## config.mk

```make
export PLATFORM = sky130hd
export DESIGN_NAME = serial_tx
export DESIGN_NICKNAME = d
export VERILOG_FILES = /design/src/rtl/serial_pkg.sv /design/src/rtl/dff.sv /design/src/rtl/piso_shift_reg.sv /design/src/rtl/serial_tx.sv
export SDC_FILE = /design/constraint.sdc
export NUM_CORES = 1
export LEC_CHECK = 0
export BUFFER_PORTS_ARGS = -buffer_cell sky130_fd_sc_hd__buf_2
export CAP_MARGIN = 10
export CELL_PAD_IN_SITES_DETAIL_PLACEMENT = 1
export CELL_PAD_IN_SITES_GLOBAL_PLACEMENT = 2
export CORE_ASPECT_RATIO = 1.5
export CORE_MARGIN = 3
export CORE_UTILIZATION = 33
export CTS_BUF_LIST = sky130_fd_sc_hd__clkbuf_4
export DETAILED_ROUTE_END_ITERATION = 10
export PLACE_DENSITY_LB_ADDON = 0.1
export SYNTH_ARGS = -nofsm -noshare
export SYNTH_HDL_FRONTEND = slang
export SYNTH_HIERARCHICAL = 1
export SYNTH_SLANG_ARGS = --single-unit
```

## constraint.sdc

```tcl
create_clock -name clk -period 2 [get_ports clk]
set_clock_uncertainty 0.15 [all_clocks]
set_input_delay 0.1 -clock clk [delete_from_list [all_inputs] [get_ports clk]]
set_output_delay 0.1 -clock clk [all_outputs]
set_load 0.01 [all_outputs]
```

## src/rtl/serial_pkg.sv

```systemverilog
// Shared definitions for the serial transmitter/receiver pair: FSM encodings,
// line levels and a constant-evaluable clog2 for sizing counters.
package serial_pkg;

    typedef enum logic [1:0] {
        IDLE  = 2'b00,
        START = 2'b01,
        DATA  = 2'b10,
        STOP  = 2'b11
    } state_t;

    localparam logic LINE_IDLE = 1'b1;
    localparam logic START_BIT = 1'b0;
    localparam logic STOP_BIT  = 1'b1;

    function automatic int clog2(input int value);
        int result;
        int v;
        result = 0;
        v = value - 1;
        while (v > 0) begin
            result = result + 1;
            v = v >> 1;
        end
        return result;
    endfunction

endpackage

```

## src/rtl/dff.sv

```systemverilog
// Plain D flip-flop cell with no reset; callers gate reset into D.
module dff (
    input  logic clk,
    input  logic d,
    output logic q
);

    always_ff @(posedge clk) begin
        q <= d;
    end

endmodule

```

## src/rtl/piso_shift_reg.sv

```systemverilog
// Parallel-in serial-out register built from dff cells; shifts right with zero
// fill, exposes bit 0. Load has priority over shift; reset clears every bit.
module piso_shift_reg #(
    parameter int WIDTH = 8
) (
    input  logic             clk,
    input  logic             rst,
    input  logic             load,
    input  logic             shift,
    input  logic [WIDTH-1:0] par_in,
    output logic             ser_out
);

    logic [WIDTH-1:0] bits_reg;
    logic [WIDTH-1:0] bits_next;
    logic [WIDTH-1:0] bits_d;
    logic [WIDTH:0]   shift_src;

    assign shift_src = {1'b0, bits_reg};

    genvar gi;
    generate
        for (gi = 0; gi < WIDTH; gi++) begin : g_bit
            assign bits_next[gi] = load  ? par_in[gi] :
                                   shift ? shift_src[gi+1] :
                                           bits_reg[gi];
            assign bits_d[gi] = bits_next[gi] & ~rst;
            dff u_cell (.clk(clk), .d(bits_d[gi]), .q(bits_reg[gi]));
        end
    endgenerate

    assign ser_out = bits_reg[0];

endmodule

```

## src/rtl/serial_tx.sv

```systemverilog
// Frame transmitter: start bit, WIDTH data bits LSB first, stop bit, each held
// CLKS_PER_BIT clocks. All state lives in dff cells with reset gated into D.
module serial_tx
    import serial_pkg::*;
#(
    parameter int WIDTH        = 8,
    parameter int CLKS_PER_BIT = 4
) (
    input  logic             clk,
    input  logic             rst,
    input  logic [WIDTH-1:0] data_in,
    input  logic             valid_in,
    output logic             ready_out,
    output logic             tx_out,
    output logic             busy
);

    localparam int TW = (clog2(CLKS_PER_BIT) < 1) ? 1 : clog2(CLKS_PER_BIT);
    localparam int IW = (clog2(WIDTH + 1) < 1) ? 1 : clog2(WIDTH + 1);
    localparam logic [TW-1:0] TIMER_LAST = TW'(CLKS_PER_BIT - 1);
    localparam logic [IW-1:0] INDEX_LAST = IW'(WIDTH - 1);

    logic [1:0]    state_reg;
    logic [1:0]    state_d;
    state_t        state;
    state_t        state_next;
    logic [TW-1:0] timer_reg;
    logic [TW-1:0] timer_next;
    logic [TW-1:0] timer_d;
    logic [IW-1:0] index_reg;
    logic [IW-1:0] index_next;
    logic [IW-1:0] index_d;
    logic          tx_reg;
    logic          tx_next;
    logic          tx_d;
    logic          ready_reg;
    logic          ready_next;
    logic          ready_d;
    logic          load;
    logic          shift;
    logic          bit_done;
    logic          sr_bit0;

    assign state    = state_t'(state_reg);
    assign bit_done = (timer_reg == TIMER_LAST);

    // Next-state logic. The shift register advances on the same edge that the
    // line register captures its bit 0, so sr_bit0 always holds the next bit.
    always_comb begin
        state_next = state;
        timer_next = timer_reg;
        index_next = index_reg;
        load       = 1'b0;
        shift      = 1'b0;
        case (state)
            IDLE: begin
                if (valid_in) begin
                    load       = 1'b1;
                    timer_next = '0;
                    index_next = '0;
                    state_next = START;
                end
            end
            START: begin
                if (bit_done) begin
                    timer_next = '0;
                    shift      = 1'b1;
                    state_next = DATA;
                end else begin
                    timer_next = timer_reg + TW'(1);
                end
            end
            DATA: begin
                if (bit_done) begin
                    timer_next = '0;
                    if (index_reg == INDEX_LAST) begin
                        state_next = STOP;
                    end else begin
                        index_next = index_reg + IW'(1);
                        shift      = 1'b1;
                    end
                end else begin
                    timer_next = timer_reg + TW'(1);
                end
            end
            STOP: begin
                if (bit_done) begin
                    timer_next = '0;
                    state_next = IDLE;
                end else begin
                    timer_next = timer_reg + TW'(1);
                end
            end
            default: state_next = IDLE;
        endcase
    end

    // Registered outputs are decoded from the upcoming state.
    always_comb begin
        tx_next    = tx_reg;
        ready_next = 1'b0;
        case (state_next)
            IDLE: begin
                tx_next    = LINE_IDLE;
                ready_next = 1'b1;
            end
            START: tx_next = START_BIT;
            DATA: begin
                if (shift) begin
                    tx_next = sr_bit0;
                end
            end
            STOP:    tx_next = STOP_BIT;
            default: tx_next = LINE_IDLE;
        endcase
    end

    assign state_d = state_next & {2{~rst}};
    assign timer_d = timer_next & {TW{~rst}};
    assign index_d = index_next & {IW{~rst}};
    assign tx_d    = tx_next | rst;
    assign ready_d = ready_next | rst;

    genvar gi;
    generate
        for (gi = 0; gi < 2; gi++) begin : g_state
            dff u_cell (.clk(clk), .d(state_d[gi]), .q(state_reg[gi]));
        end
        for (gi = 0; gi < TW; gi++) begin : g_timer
            dff u_cell (.clk(clk), .d(timer_d[gi]), .q(timer_reg[gi]));
        end
        for (gi = 0; gi < IW; gi++) begin : g_index
            dff u_cell (.clk(clk), .d(index_d[gi]), .q(index_reg[gi]));
        end
    endgenerate

    dff u_tx    (.clk(clk), .d(tx_d),    .q(tx_reg));
    dff u_ready (.clk(clk), .d(ready_d), .q(ready_reg));

    piso_shift_reg #(.WIDTH(WIDTH)) u_shift (
        .clk     (clk),
        .rst     (rst),
        .load    (load),
        .shift   (shift),
        .par_in  (data_in),
        .ser_out (sr_bit0)
    );

    assign tx_out    = tx_reg;
    assign ready_out = ready_reg;
    assign busy      = ~ready_reg;

endmodule

```

* Word level (Yosys, flattened, before mapping) *
Cells that the tools add are included.

storage, ports and cells
  flip-flop bits (word level) = 18
  input bits = 11
  output and inout port bits = 3
  word-level logic and storage cells = 85

operators by class
  add/sub/neg operators = 2
  equal/unequal tests = 8
  mux-type cells = 38
  bitwise logic cells = 15
  reductions and logical operators = 4

operators by type and width
  kind                                                                    count
  1-bit two-way mux                                                       23
  2-bit two-way mux                                                       7
  4-bit two-way mux                                                       3
  2-bit equality test (second input constant)                             5
  1-bit bitwise AND                                                       8
  2-bit case mux with 4 select lines                                      1
  4-bit case mux with 2 select lines                                      1
  4-bit by 1-bit adder with 4-bit output (second input constant)          1
  2-bit bitwise AND                                                       2
  4-bit bitwise AND                                                       1
  2-bit by 1-bit equality test with 1-bit output (second input constant)  2
  4-bit by 3-bit equality test with 1-bit output (second input constant)  1
  2-bit logical NOT                                                       2
  2-bit case mux with 2 select lines                                      1
  1-bit case mux with 3 select lines                                      1
  3-bit OR reduction                                                      1
  2-bit by 1-bit adder with 2-bit output (second input constant)          1
  1-bit inverter                                                          2
  1-bit OR                                                                2
  1-bit case mux with 2 select lines                                      1
  2-bit OR reduction                                                      1

* Logic depth before layout (Yosys ltp) *
Gate-level depths: netlist of the first run.

  depth in word-level cells = 8
  mapped depth = 9
  mapped depth without buffers = 9

* By module *
Netlist of the first run, hierarchy kept.

modules (own cells, without submodules)
  module          times used  cells each  area each (µm²)  seq. area each (µm²)
  serial_tx       1           72          511.7            0.0
  dff             18          1           20.0             20.0
  piso_shift_reg  1           27          202.7            0.0

* Least setup slack after synthesis of the first run *
Ideal clock, no wire load.

  kind = register to register
  start = reg g_state[1].u_cell.q
  end = reg u_tx.q
  library setup time = 0.131 ns
  arrival = 1.730 ns
  required time = 1.719 ns
  slack = -0.011 ns
  cell stages (with the launch flop) = 9
  buffers on the path = 1
  clock period less this slack = 2.011 ns
  cell sequence = dfxtp_1 > inv_1 > ha_1 > clkbuf_1 > nor3_1 > o21a_1 > ha_1 > a21oi_1 > o211ai_1

between the ends
  word-level cells in the longest chain between the ends = 7
  elaborated cells on any way between the ends = 19
  those cells by class = eq/ne: 6; mux: 9; bitwise: 1; reduce/logical: 3

ends and longest elaborated chain
  element                                                          RTL line          text
  from (decl)                                                      dff.sv:5          output logic q
  from (signal assigned)                                           dff.sv:9          q <= d;
  2-bit two-way mux                                                serial_tx.sv:76   if (index_reg == INDEX_LAST) begin
  2-bit two-way mux                                                serial_tx.sv:74   if (bit_done) begin
  2-bit case mux with 4 select lines                               serial_tx.sv:55   case (state)
  2-bit equality test / 2-bit logical NOT (equally long branches)  serial_tx.sv:102  case (state_next)
  2-bit OR reduction (no line)                                     -
  1-bit case mux with 3 select lines (*)                           serial_tx.sv:102
  1-bit OR (*)                                                     serial_tx.sv:121  assign tx_d = tx_next | rst;
  via tx_d                                                         serial_tx.sv:35   logic tx_d;
  to (signal assigned)                                             dff.sv:9
  to (decl)                                                        dff.sv:5

Mark *: on every way through the listed nets, which the timed path passes. The rest lies on a longest branch.

* Final worst setup path of the first run *
  start = reg g_state[0].u_cell.q
  end = reg u_shift.g_bit[0].u_cell.q

between the ends
  word-level cells in the longest chain between the ends = 5
  elaborated cells on any way between the ends = 8
  those cells by class = eq/ne: 2; mux: 4; bitwise: 1; reduce/logical: 1

ends and longest elaborated chain
  element                                                                                       RTL line              text
  from (decl)                                                                                   dff.sv:5
  from (signal assigned)                                                                        dff.sv:9
  2-bit equality test / 2-bit by 1-bit equality test with 1-bit output (equally long branches)  serial_tx.sv:55
  1-bit case mux with 2 select lines (*)                                                        serial_tx.sv:55
  via shift                                                                                     serial_tx.sv:40       logic shift;
  1-bit two-way mux (*)                                                                         piso_shift_reg.sv:25  shift ? shift_src[gi+1] :
  1-bit two-way mux (*)                                                                         piso_shift_reg.sv:24  assign bits_next[gi] = load ? par_in[gi] :
  1-bit bitwise AND (*)                                                                         piso_shift_reg.sv:27  assign bits_d[gi] = bits_next[gi] & ~rst;
  via u_shift.bits_d[0]                                                                         piso_shift_reg.sv:16  logic [WIDTH-1:0] bits_d;
  to (signal assigned)                                                                          dff.sv:9
  to (decl)                                                                                     dff.sv:5

Marks and branches as above.

==> results of run 1 <==
-- per-stage QoR --
stage	area [sq um]	hold WS, ns	TNS (ns)
6_report	1520	0.0236	0
5_1_grt	1520	0.0165	-0.319
4_1_cts	1420	0.00850	0
3_5_place_dp	1250	0.221	-0.895
3_3_place_gp	1250	0.205	-0.480
2_1_floorplan	1080	0.0946	0
-- what timing repair did --
item / CTS / global route
resized for setup: 10 / 19
endpoints found under the setup margin: 9 / 9
hold endpoints to repair: 8 / 0
gates cloned: 0 / 0
setup buffers: 3 / 4
pin swaps: 1 / 15
hold buffers: 8 / 0
-- final timing paths --
| path | endpoint | slack [ns] |
|---|---|---|
| max reg2reg | u_shift/g_bit[0].u_cell/q | 0.05 |
| min | g_state[0].u_cell/q | 0.02 |
| max | u_shift/g_bit[0].u_cell/q | 0.05 |
| min reg2reg | g_timer[1].u_cell/q | 0.36 |
-- where the power goes --
part | switching, mW | internal (mW) | total, mW
Combinational | 0.540 | 0.557 | 1.10
Sequential | 0.0661 | 0.460 | 0.526
Clock | 0.114 | 0.0725 | 0.186
-- area by class of cell --
class                   count  area, sq um
clock buffers               3         22.5
clock inverters             1         3.75
fillers                   357         1490
inverters                   7         30.0
multi-input cells          86          742
flip-flops and latches     18          363
well taps                  39         48.8
repair buffers             41          307
-- per-layer routing --
layer	up-vias	track usage, %
met5	-	0
met4	0	6.82
met3	5	2.35
met2	14	30.0
met1	493	16.8
li1	507	-
-- worst max-delay path, cell delays in order (launching register included) --
cell and delay, ns:
dfxtp_2 0.38, buf_6 0.11, ha_4 0.14, and4bb_2 0.25, or2_4 0.27, clkinvlp_4 0.11
buf_4 0.13, mux2i_2 0.21, a211oi_2 0.08
-- cells in the mapped netlist, types with 2 or more instances --
cell type / n
nand3b_1: 2
a31oi_1: 4
nor3_1: 3
nand4_1: 3
inv_1: 7
a21oi_1: 6
nand3_1: 2
a211oi_1: 8
o211ai_1: 2
or2_2: 2
nor2_1: 3
nor2b_1: 10
nand2_1: 6
ha_1: 10
mux2i_1: 8
dfxtp_1: 18
-- registers in the layout, indices dropped and copies added (netlist names) --
| register | flops |
|---|---|
| g_state.u_cell/q | 2 |
| u_shift/g_bit.u_cell/q | 8 |
| u_tx/q | 1 |
| u_ready/q | 1 |
| g_timer.u_cell/q | 2 |
| g_index.u_cell/q | 4 |
-- kinds of logic after synthesis --
logic type               share of synthesized area (%)
flip-flops                                        33.5
multiplexers                                      7.45
AO/OA/AOI/OAI                                     19.4
buffers and inverters                             6.63
AND/OR/NAND/NOR                                   21.3
adder cells (fa/ha/maj)                           11.6
==> flow_metrics.py, run 1 <==
metrics = {
    "run_status": {
        "status": "complete, no violations",
    },
    "logic_synthesis": {
        "ys.warnings.count": 6,
        "synth_ff_type": "dfxtp_1",
        "ys_ff_latch": 18,
        "synth_area_leader_cell": "dfxtp_1",
        "postSynthAreaPerCell_sq_um": 9.19,
        "synth_seq_area_share_pct": 33.5,
        "synth_edf_count": 0,
        "syn_area_sq_mm": 0.00107,
        "synth_async_sr_flop_share_pct": 0,
        "synthCells": 117,
        "yosys-top-cells-area": "dfxtp_1, ha_1, mux2i_1",
        "synthDistinctLibCells": 39,
        "syn_nets": 138,
        "synth_top_area_share_pct": 33.5,
    },
    "placement": {
        "placedCellCount": 176,
        "portBuffers": 13,
        "place_congestion": 0.768,
        "dp_worst_setup_slack_ns": -0.123,
        "hpwl_mm": 1.97,
    },
    "global_routing": {
        "overflow": 0,
        "grtUsageTotal_pct": 15.8,
        "antenna_found_initial": 0,
        "grt_max_degree": 19,
        "grt_pass1_vias": 1036,
        "grt_pass1_wl_mm": 4.60,
    },
    "worst_setup_path": {
        "reg2regPathDepth": 8,
        "cp_max_fo": 4,
        "crit_required_ns": 2.03,
        "crit_path_end_kind": "flop",
        "rr_startpoint": "g_state[0].u_cell/q",
        "critPathLaunch": "g_state[0].u_cell/q",
        "cp-start-kind": "flop",
        "cp_data_arrival_time_ns": 1.97,
        "critPathKind": "reg -> reg",
    },
    "power_and_ir_drop": {
        "p_per_area_mw_per_mm2": 1190,
        "p_leak_nw": 0.605,
        "peakVddDrop_v": 0.000643,
        "totalPowerFinal_mw": 1.81,
    },
    "clock_tree": {
        "cts_buffers": 3,
        "clock_latency_ns": 0.29,
        "cts_max_path_buffers": 2,
        "clk_pin_slew_ns": 0.11,
        "root_buffer": "clkbuf_4",
        "ctsHtreeMaxLevel": 1,
        "cts_tree": "built",
        "clock-sinks": 18,
    },
    "routing": {
        "wl_met1_mm": 1.08,
        "routedWlPerCell_um": 13.9,
        "drt_pass1_iterations": 4,
        "routed_wl_mm": 2.71,
        "wl_met2_mm": 1.52,
        "routed.top_layer": "met4",
        "drt_iter0_markers": 10,
        "via_per_inst": 5.23,
        "postRouteAntennaNets": 0,
        "num_vias": 1019,
        "routed-wl-met3_um": 59,
        "route.detailed.drc": 0,
    },
    "sta": {
        "fin_crit_sh_pct": 97.3,
        "relSlewSlack_pct": 74.4,
        "timing_hold_violations_final": 0,
        "slew_viol_final": 0,
        "tightestPinTransition_ns": 0.384,
        "fmax_mhz": 514,
        "fin_crit_ns": 1.95,
        "finalWorstSetupSlack_ns": 0.0534,
        "finalSetupViolations": 0,
        "rsz0062_at_grt": "yes",
    },
    "final_layout": {
        "fin_cells": 195,
        "mostFrequentLayoutCell": "buf_4",
        "layout_common_cells": "buf_4, dfxtp_1, buf_2",
        "postLayoutCoreUtil_pct": 50.5,
        "drive_gt1_share_pct": 39.7,
        "area_growth_pct": 41.1,
        "antenna_cells": 0,
        "nets": 178,
    },
    "worst_hold_path": {
        "hold_class": "in -> reg",
        "hold_start": "valid_in",
        "holdPathStages": 3,
    },
    "job": {
        "max-cap-violations": 0,
    },
    "floorplanning": {
        "dieWidth_um": 52.6,
        "core_sq_mm": 0.00300,
        "num_rows": 24,
        "io_pins": 14,
        "initial_core_util_pct": 35.8,
        "die_area_sq_mm": 0.00399,
        "die_y_um": 75.9,
    },
}
No activity file was read; power rests on OpenSTA's default activity.
==> inputs of run 2 (changes only) <==
--- a/config.mk
+++ b/config.mk
@@ -9,13 +9,12 @@
 export CAP_MARGIN = 10
 export CELL_PAD_IN_SITES_DETAIL_PLACEMENT = 1
 export CELL_PAD_IN_SITES_GLOBAL_PLACEMENT = 2
-export CORE_ASPECT_RATIO = 1.5
 export CORE_MARGIN = 3
-export CORE_UTILIZATION = 33
+export CORE_UTILIZATION = 32
 export CTS_BUF_LIST = sky130_fd_sc_hd__clkbuf_4
+export CTS_CLUSTER_DIAMETER = 50
 export DETAILED_ROUTE_END_ITERATION = 10
 export PLACE_DENSITY_LB_ADDON = 0.1
 export SYNTH_ARGS = -nofsm -noshare
 export SYNTH_HDL_FRONTEND = slang
-export SYNTH_HIERARCHICAL = 1
 export SYNTH_SLANG_ARGS = --single-unit
==> run 2 against run 1 <==
Net effect:
- the flow now finishes with violations (setup timing)
- core utilization fell by 4.2 points
- combinational power fell by 83%
- non-clock buffer count fell by 2
- clock power rose by 4%
- global-route usage fell by 1.1 points
- die area rose by 5.1%
- wire length rose by 6.5%
- fmax fell by 3.7%
- via count rose by 3.9%
- first-iteration DRC count rose to 4.0 times the previous value
- synthesized cell count rose by 6.8%
- critical path type unchanged
- highest routed layer unchanged
==> flow_metrics.py, run 2 <==
metrics = {
    "sta": {
        "slew_viol_final": 0,
        "finalSetupViolations": 1,
        "fin_crit_ns": 2.02,
        "tightestPinTransition_ns": 0.411,
        "fmax_mhz": 495,
        "fin_crit_sh_pct": 101,
        "finalWorstSetupSlack_ns": -0.0215,
        "rsz0062_at_grt": "yes",
        "relSlewSlack_pct": 72.6,
        "timing_hold_violations_final": 0,
    },
    "final_layout": {
        "fillCellCount": 396,
        "antenna_cells": 0,
        "drive_gt1_share_pct": 36.5,
        "area_growth_pct": 33.1,
        "nets": 181,
        "multiInputGateArea_sq_um": 708,
        "fin_area_sq_mm": 0.00147,
        "regMostFlops": "u_shift.g_bit.u_cell.q",
        "top_regs": "u_shift.g_bit.u_cell.q: 8 flops, g_index.u_cell.q: 4 flops",
        "largest_reg_flops": 8,
        "seq_area_sq_um": 370,
        "postLayoutCoreUtil_pct": 46.3,
        "layout_common_cells": "buf_4, nor2_1, dfxtp_1",
        "mostFrequentLayoutCell": "buf_4",
    },
    "logic_synthesis": {
        "synth_commonest_cells": "dfxtp_1, nor2_1, ha_1, inv_1",
        "yosys-top-cells-area": "dfxtp_1, ha_1, a2111oi_2",
        "postSynthAreaPerCell_sq_um": 8.84,
        "synth_ff_type": "dfxtp_1",
        "yosysMostFrequentCell": "dfxtp_1",
        "synthDistinctLibCells": 40,
        "syn_area_sq_mm": 0.00110,
        "yosys.area_share.xor_xnor_pct": 0,
        "synth_async_sr_flop_share_pct": 0,
        "synth_top_family_by_area": "compound AO/OA/AOI/OAI gates",
        "synthSimpleGateAreaFrac_pct": 21.1,
        "synth_edf_count": 0,
        "ys_ff_latch": 18,
        "synthAdderAreaFrac_pct": 11.3,
        "synth_area_leader_cell": "dfxtp_1",
        "ys.warnings.count": 0,
        "syn_nets": 146,
        "synth_compound_area_share_pct": 26.7,
        "synth_top_area_share_pct": 32.6,
        "muxShareOfSynthArea_pct": 0.906,
        "synth_seq_area_share_pct": 32.6,
        "synthCells": 125,
    },
    "routing": {
        "num_vias": 1059,
        "route.detailed.drc": 0,
        "via_per_inst": 5.22,
        "routed_wl_mm": 2.88,
        "routedWlPerCell_um": 14.2,
        "postRouteAntennaNets": 0,
        "drt_iter0_markers": 40,
        "drt_pass1_iterations": 3,
    },
    "power_and_ir_drop": {
        "p_per_area_mw_per_mm2": 531,
        "intPower_uw": 549,
        "pwr-share-clk_pct": 24.8,
        "switching_share_pct": 29.7,
        "peakVddDrop_v": 0.000315,
        "power.share.combinational_pct": 24.4,
        "p_switching_uw": 232,
        "p_leak_nw": 0.596,
        "seq_power_share_pct": 50.8,
    },
    "clock_tree": {
        "clock_latency_ns": 0.30,
        "cts_buffers": 3,
        "cts_max_path_buffers": 2,
        "clock-sinks": 18,
        "ctsHtreeMaxLevel": 1,
        "cts_tree": "built",
        "root_buffer": "clkbuf_4",
        "clk_pin_slew_ns": 0.11,
    },
    "worst_setup_path": {
        "cp_cell_sequence": "ha_4, and3b_2, a311o_1, o31ai_2, ha_1, a21oi_1, o211ai_1",
        "cp_data_arrival_time_ns": 2.05,
        "cp_max_fo": 4,
        "crit_required_ns": 2.03,
        "cp-start-kind": "flop",
        "cp.buffers_inverters": 0,
        "cp_slowest_cell": "a311o_1",
        "critPathMaxStageDelay_ns": 0.40,
        "critPathKind": "reg -> reg",
        "crit_family": "compound AO/OA/AOI/OAI gates",
        "crit_path_end_kind": "flop",
    },
    "floorplanning": {
        "dieWidth_um": 64.8,
        "core_sq_mm": 0.00318,
        "die_y_um": 64.8,
        "initial_core_util_pct": 34.8,
        "num_rows": 20,
        "die_area_sq_mm": 0.00419,
        "io_pins": 14,
    },
    "placement": {
        "portBuffers": 13,
        "hpwl_mm": 2.09,
        "place_congestion": 0.776,
        "placed_area_sq_mm": 0.00131,
        "dp_worst_setup_slack_ns": -0.0547,
    },
    "job": {
        "max-cap-violations": 0,
    },
    "global_routing": {
        "grtUsageTotal_pct": 14.6,
        "overflow": 0,
        "grt_pass1_wl_mm": 4.80,
        "antenna_found_initial": 0,
        "grt_pass1_vias": 1121,
        "grt_max_degree": 19,
    },
    "run_status": {
        "violations": "setup timing",
        "status": "finished with violations",
    },
    "worst_hold_path": {
        "hold_class": "in -> reg",
    },
}
==> run 2: power by group through the flow <==
stage | Sequential [mW] | Clock [mW] | Combinational (mW)
2_1_floorplan | 0.406 | 0 | 0.122
3_3_place_gp | 0.406 | 0 | 0.166
3_5_place_dp | 0.407 | 0 | 0.172
4_1_cts | 0.397 | 0.199 | 0.193
5_1_grt | 0.401 | 0.216 | 0.211
6_report | 0.397 | 0.194 | 0.191
==> run 2: path summary, 6_finish.rpt <==
kind / startpoint / end / slack (ns) / depth (start not counted)
worst max-delay path: g_index[1].u_cell.q / u_tx.q / -0.02 / 7
worst min-delay path: rst / g_timer[1].u_cell.q / 0.05 / 2
worst max register to register: g_index[1].u_cell.q / u_tx.q / -0.02 / 7
worst min register to register: g_timer[1].u_cell.q / g_timer[1].u_cell.q / 0.36 / 2
==> run 2: kinds of logic after synthesis <==
group | after synthesis
AO/OA/AOI/OAI | 34
adder cells (fa/ha/maj) | 10
buffers and inverters | 17
flip-flops | 18
multiplexers | 1
AND/OR/NAND/NOR | 45
==> run 2: layer usage <==
metal  wire length (um)  up-vias  part of all wire (%)  global-route usage (%)
met1               1270      509                    44                    15.4
met3                 85        2                   3.0                    4.16
met5                  0        -                     0                       0
met4                 24        0                  0.83                    3.17
li1                   -      536                     -                       -
met2               1500       12                    52                    28.4
==> run 2: timing repair <==
item,in CTS,in global routing
resized for setup,7,4
hold buffers,8,0
endpoints found under the hold margin,8,0
pin swaps,5,7
endpoints found under the setup margin,1,7
setup buffers,2,1
==> run 2: cell type report <==
class | count | area share [%]
clock buffer | 3 | 1.53
clock inverter | 1 | 0.255
inverter | 8 | 2.04
multi-input combinational | 90 | 48.2
sequential | 18 | 25.2
tap | 44 | 3.74
timing repair buffer | 39 | 19.1
==> run 2: metrics by stage <==
step	TNS, ns	hold slack (ns)	power, mW	cells
CTS	0	0.0413	0.789	202
global route	-0.260	0.0779	0.828	203
detailed placement	-0.0547	0.216	0.579	188
global placement	-0.0119	0.203	0.572	188
finish	-0.0215	0.0454	0.781	203
floorplan	-0.0806	0.0860	0.528	125
==> inputs of run 3 (changes only) <==
--- a/config.mk
+++ b/config.mk
@@ -15,6 +15,7 @@
 export CTS_CLUSTER_DIAMETER = 50
 export DETAILED_ROUTE_END_ITERATION = 10
 export PLACE_DENSITY_LB_ADDON = 0.1
+export REMOVE_ABC_BUFFERS = 1
 export SYNTH_ARGS = -nofsm -noshare
 export SYNTH_HDL_FRONTEND = slang
 export SYNTH_SLANG_ARGS = --single-unit
==> run 3 against run 2 <==
Net effect:
- the run now ends clean
- worst hold slack better by 0.019 ns
- core utilization up 3.3 points
- design area up 7.2%
- final cell count up 2.0%
- clock power about the same
- sequential cell count unchanged
- non-clock buffer count up 4
- power up 3.2%
==> flow_metrics.py, run 3 (synthesis gave the netlist of run 2 again) <==
metrics = {
    "routing": {
        "drt_pass1_iterations": 4,
        "via_per_inst": 5.28,
        "routed_wl_mm": 3.07,
        "num_vias": 1092,
        "drt_iter0_markers": 28,
        "postRouteAntennaNets": 0,
        "routedWlPerCell_um": 14.8,
        "route.detailed.drc": 0,
    },
    "sta": {
        "relSlewSlack_pct": 71.1,
        "slew_viol_final": 0,
        "finalSetupViolations": 0,
        "timing_hold_violations_final": 0,
        "tightestPinTransition_ns": 0.433,
        "fin_crit_ns": 1.94,
        "fin_crit_sh_pct": 97.1,
        "rsz0062_at_grt": "yes",
        "fmax_mhz": 515,
    },
    "global_routing": {
        "grt_max_degree": 19,
        "grt_pass1_vias": 1107,
        "overflow": 0,
        "antenna_found_initial": 0,
        "grtUsageTotal_pct": 14.8,
        "grt_pass1_wl_mm": 4.93,
    },
    "floorplanning": {
        "dieWidth_um": 64.8,
        "core_sq_mm": 0.00318,
        "die_y_um": 64.8,
        "initial_core_util_pct": 34.8,
        "num_rows": 20,
        "io_pins": 14,
        "die_area_sq_mm": 0.00419,
    },
    "power_and_ir_drop": {
        "intPower_uw": 563,
        "peakVddDrop_v": 0.000244,
        "p_per_area_mw_per_mm2": 511,
        "seq_power_share_pct": 49.5,
        "p_leak_nw": 0.620,
        "pwr-share-clk_pct": 23.8,
        "switching_share_pct": 30.1,
        "power.share.combinational_pct": 26.8,
        "p_switching_uw": 243,
    },
    "clock_tree": {
        "root_buffer": "clkbuf_4",
        "clock_latency_ns": 0.29,
        "clk_pin_slew_ns": 0.11,
        "cts_buffers": 3,
        "clock-sinks": 18,
        "cts_max_path_buffers": 2,
        "cts_tree": "built",
        "ctsHtreeMaxLevel": 1,
    },
    "final_layout": {
        "area_growth_pct": 42.7,
        "antenna_cells": 0,
        "postLayoutCoreUtil_pct": 49.6,
        "mostFrequentLayoutCell": "buf_4",
        "regMostFlops": "u_shift.g_bit.u_cell.q",
        "layout_common_cells": "buf_4, nor2_1, dfxtp_1",
        "drive_gt1_share_pct": 43.6,
        "top_regs": "u_shift.g_bit.u_cell.q: 8 flops, g_index.u_cell.q: 4 flops",
        "nets": 185,
        "fillCellCount": 379,
        "largest_reg_flops": 8,
        "fin_cells": 207,
        "fin_area_sq_mm": 0.00158,
    },
    "worst_hold_path": {
        "hold_class": "in -> reg",
        "holdPathStages": 2,
    },
    "worst_setup_path": {
        "crit_required_ns": 2.04,
        "reg2regPathDepth": 9,
        "cp_data_arrival_time_ns": 1.98,
        "cp-start-kind": "flop",
        "crit_path_end_kind": "flop",
        "cp_max_fo": 4,
        "critPathKind": "reg -> reg",
    },
    "placement": {
        "placedCellCount": 193,
        "hpwl_mm": 2.18,
        "portBuffers": 13,
        "placed_area_sq_mm": 0.00134,
        "place_congestion": 0.842,
    },
    "job": {
        "max-cap-violations": 0,
    },
    "run_status": {
        "status": "complete, no violations",
    },
}
[run 3: cell count changes in the layout (fill, tap and decap cells not counted), sizes merged]
cell  change
buf       +4
[run 3: metrics by stage]
stage	hold WS, ns	TNS (ns)	power (mW)	setup WS, ns
2_1_floorplan	0.0189	-2.80	0.505	-0.339
3_3_place_gp	0.216	-0.0240	0.572	-0.0240
3_5_place_dp	0.229	-0.136	0.579	-0.136
4_1_cts	0.0554	-0.00585	0.793	-0.00585
5_1_grt	0.0920	-0.0457	0.858	-0.0457
6_report	0.0648	0	0.806	0.0578
[run 3: path summary, 6_finish.rpt]
| kind | startpoint | end | slack [ns] |
|---|---|---|---|
| worst max-delay path | g_state[0].u_cell.q | u_tx.q | 0.06 |
| worst min register to register | g_timer[1].u_cell.q | g_timer[1].u_cell.q | 0.38 |
| worst min-delay path | rst | g_timer[0].u_cell.q | 0.06 |
| worst max register to register | g_state[0].u_cell.q | u_tx.q | 0.06 |
[run 3: metal layers]
| metal | vias up | wire, um | global-route usage (%) |
|---|---|---|---|
| li1 | 543 | - | - |
| met1 | 531 | 1400 | 17.7 |
| met2 | 16 | 1560 | 26.8 |
| met3 | 2 | 82 | 3.29 |
| met4 | 0 | 24 | 3.17 |
| met5 | - | 0 | 0 |
[run 3: timing repair]
item,4_1_cts,5_1_grt
setup buffers,0,3
endpoints found under the hold margin,8,0
gates resized for setup,8,22
hold buffers,8,0
setup endpoints to repair,4,4
pin swaps,2,8
[run 3: power by group through the flow]
| stage | sequential [mW] | clock (mW) | combinational [mW] |
|---|---|---|---|
| after floorplan | 0.405 | 0 | 0.0995 |
| after global placement | 0.404 | 0 | 0.169 |
| after detailed placement | 0.406 | 0 | 0.173 |
| after CTS | 0.398 | 0.201 | 0.194 |
| after global routing | 0.403 | 0.216 | 0.239 |
| final | 0.399 | 0.191 | 0.216 |
[run 3: final cells by class]
class / count / area (sq um) / share of cell area, %
inverter: 8 / 30.0 / 1.90
clock inverter: 1 / 3.75 / 0.238
sequential: 18 / 365 / 23.2
tap: 44 / 55.1 / 3.49
clock buffer: 3 / 22.5 / 1.43
multi-input combinational: 90 / 773 / 49.0
timing repair buffer: 43 / 327 / 20.7
[run 3: worst max-delay path, stage by stage, from the launching register on]
cell and delay, ns:
dfxtp_2 0.35, buf_4 0.14, ha_1 0.21, o21ba_4 0.23, a2bb2oi_4 0.16, and2_4 0.17, ha_2 0.16, inv_2 0.05
a21oi_2 0.13, o211ai_1 0.09
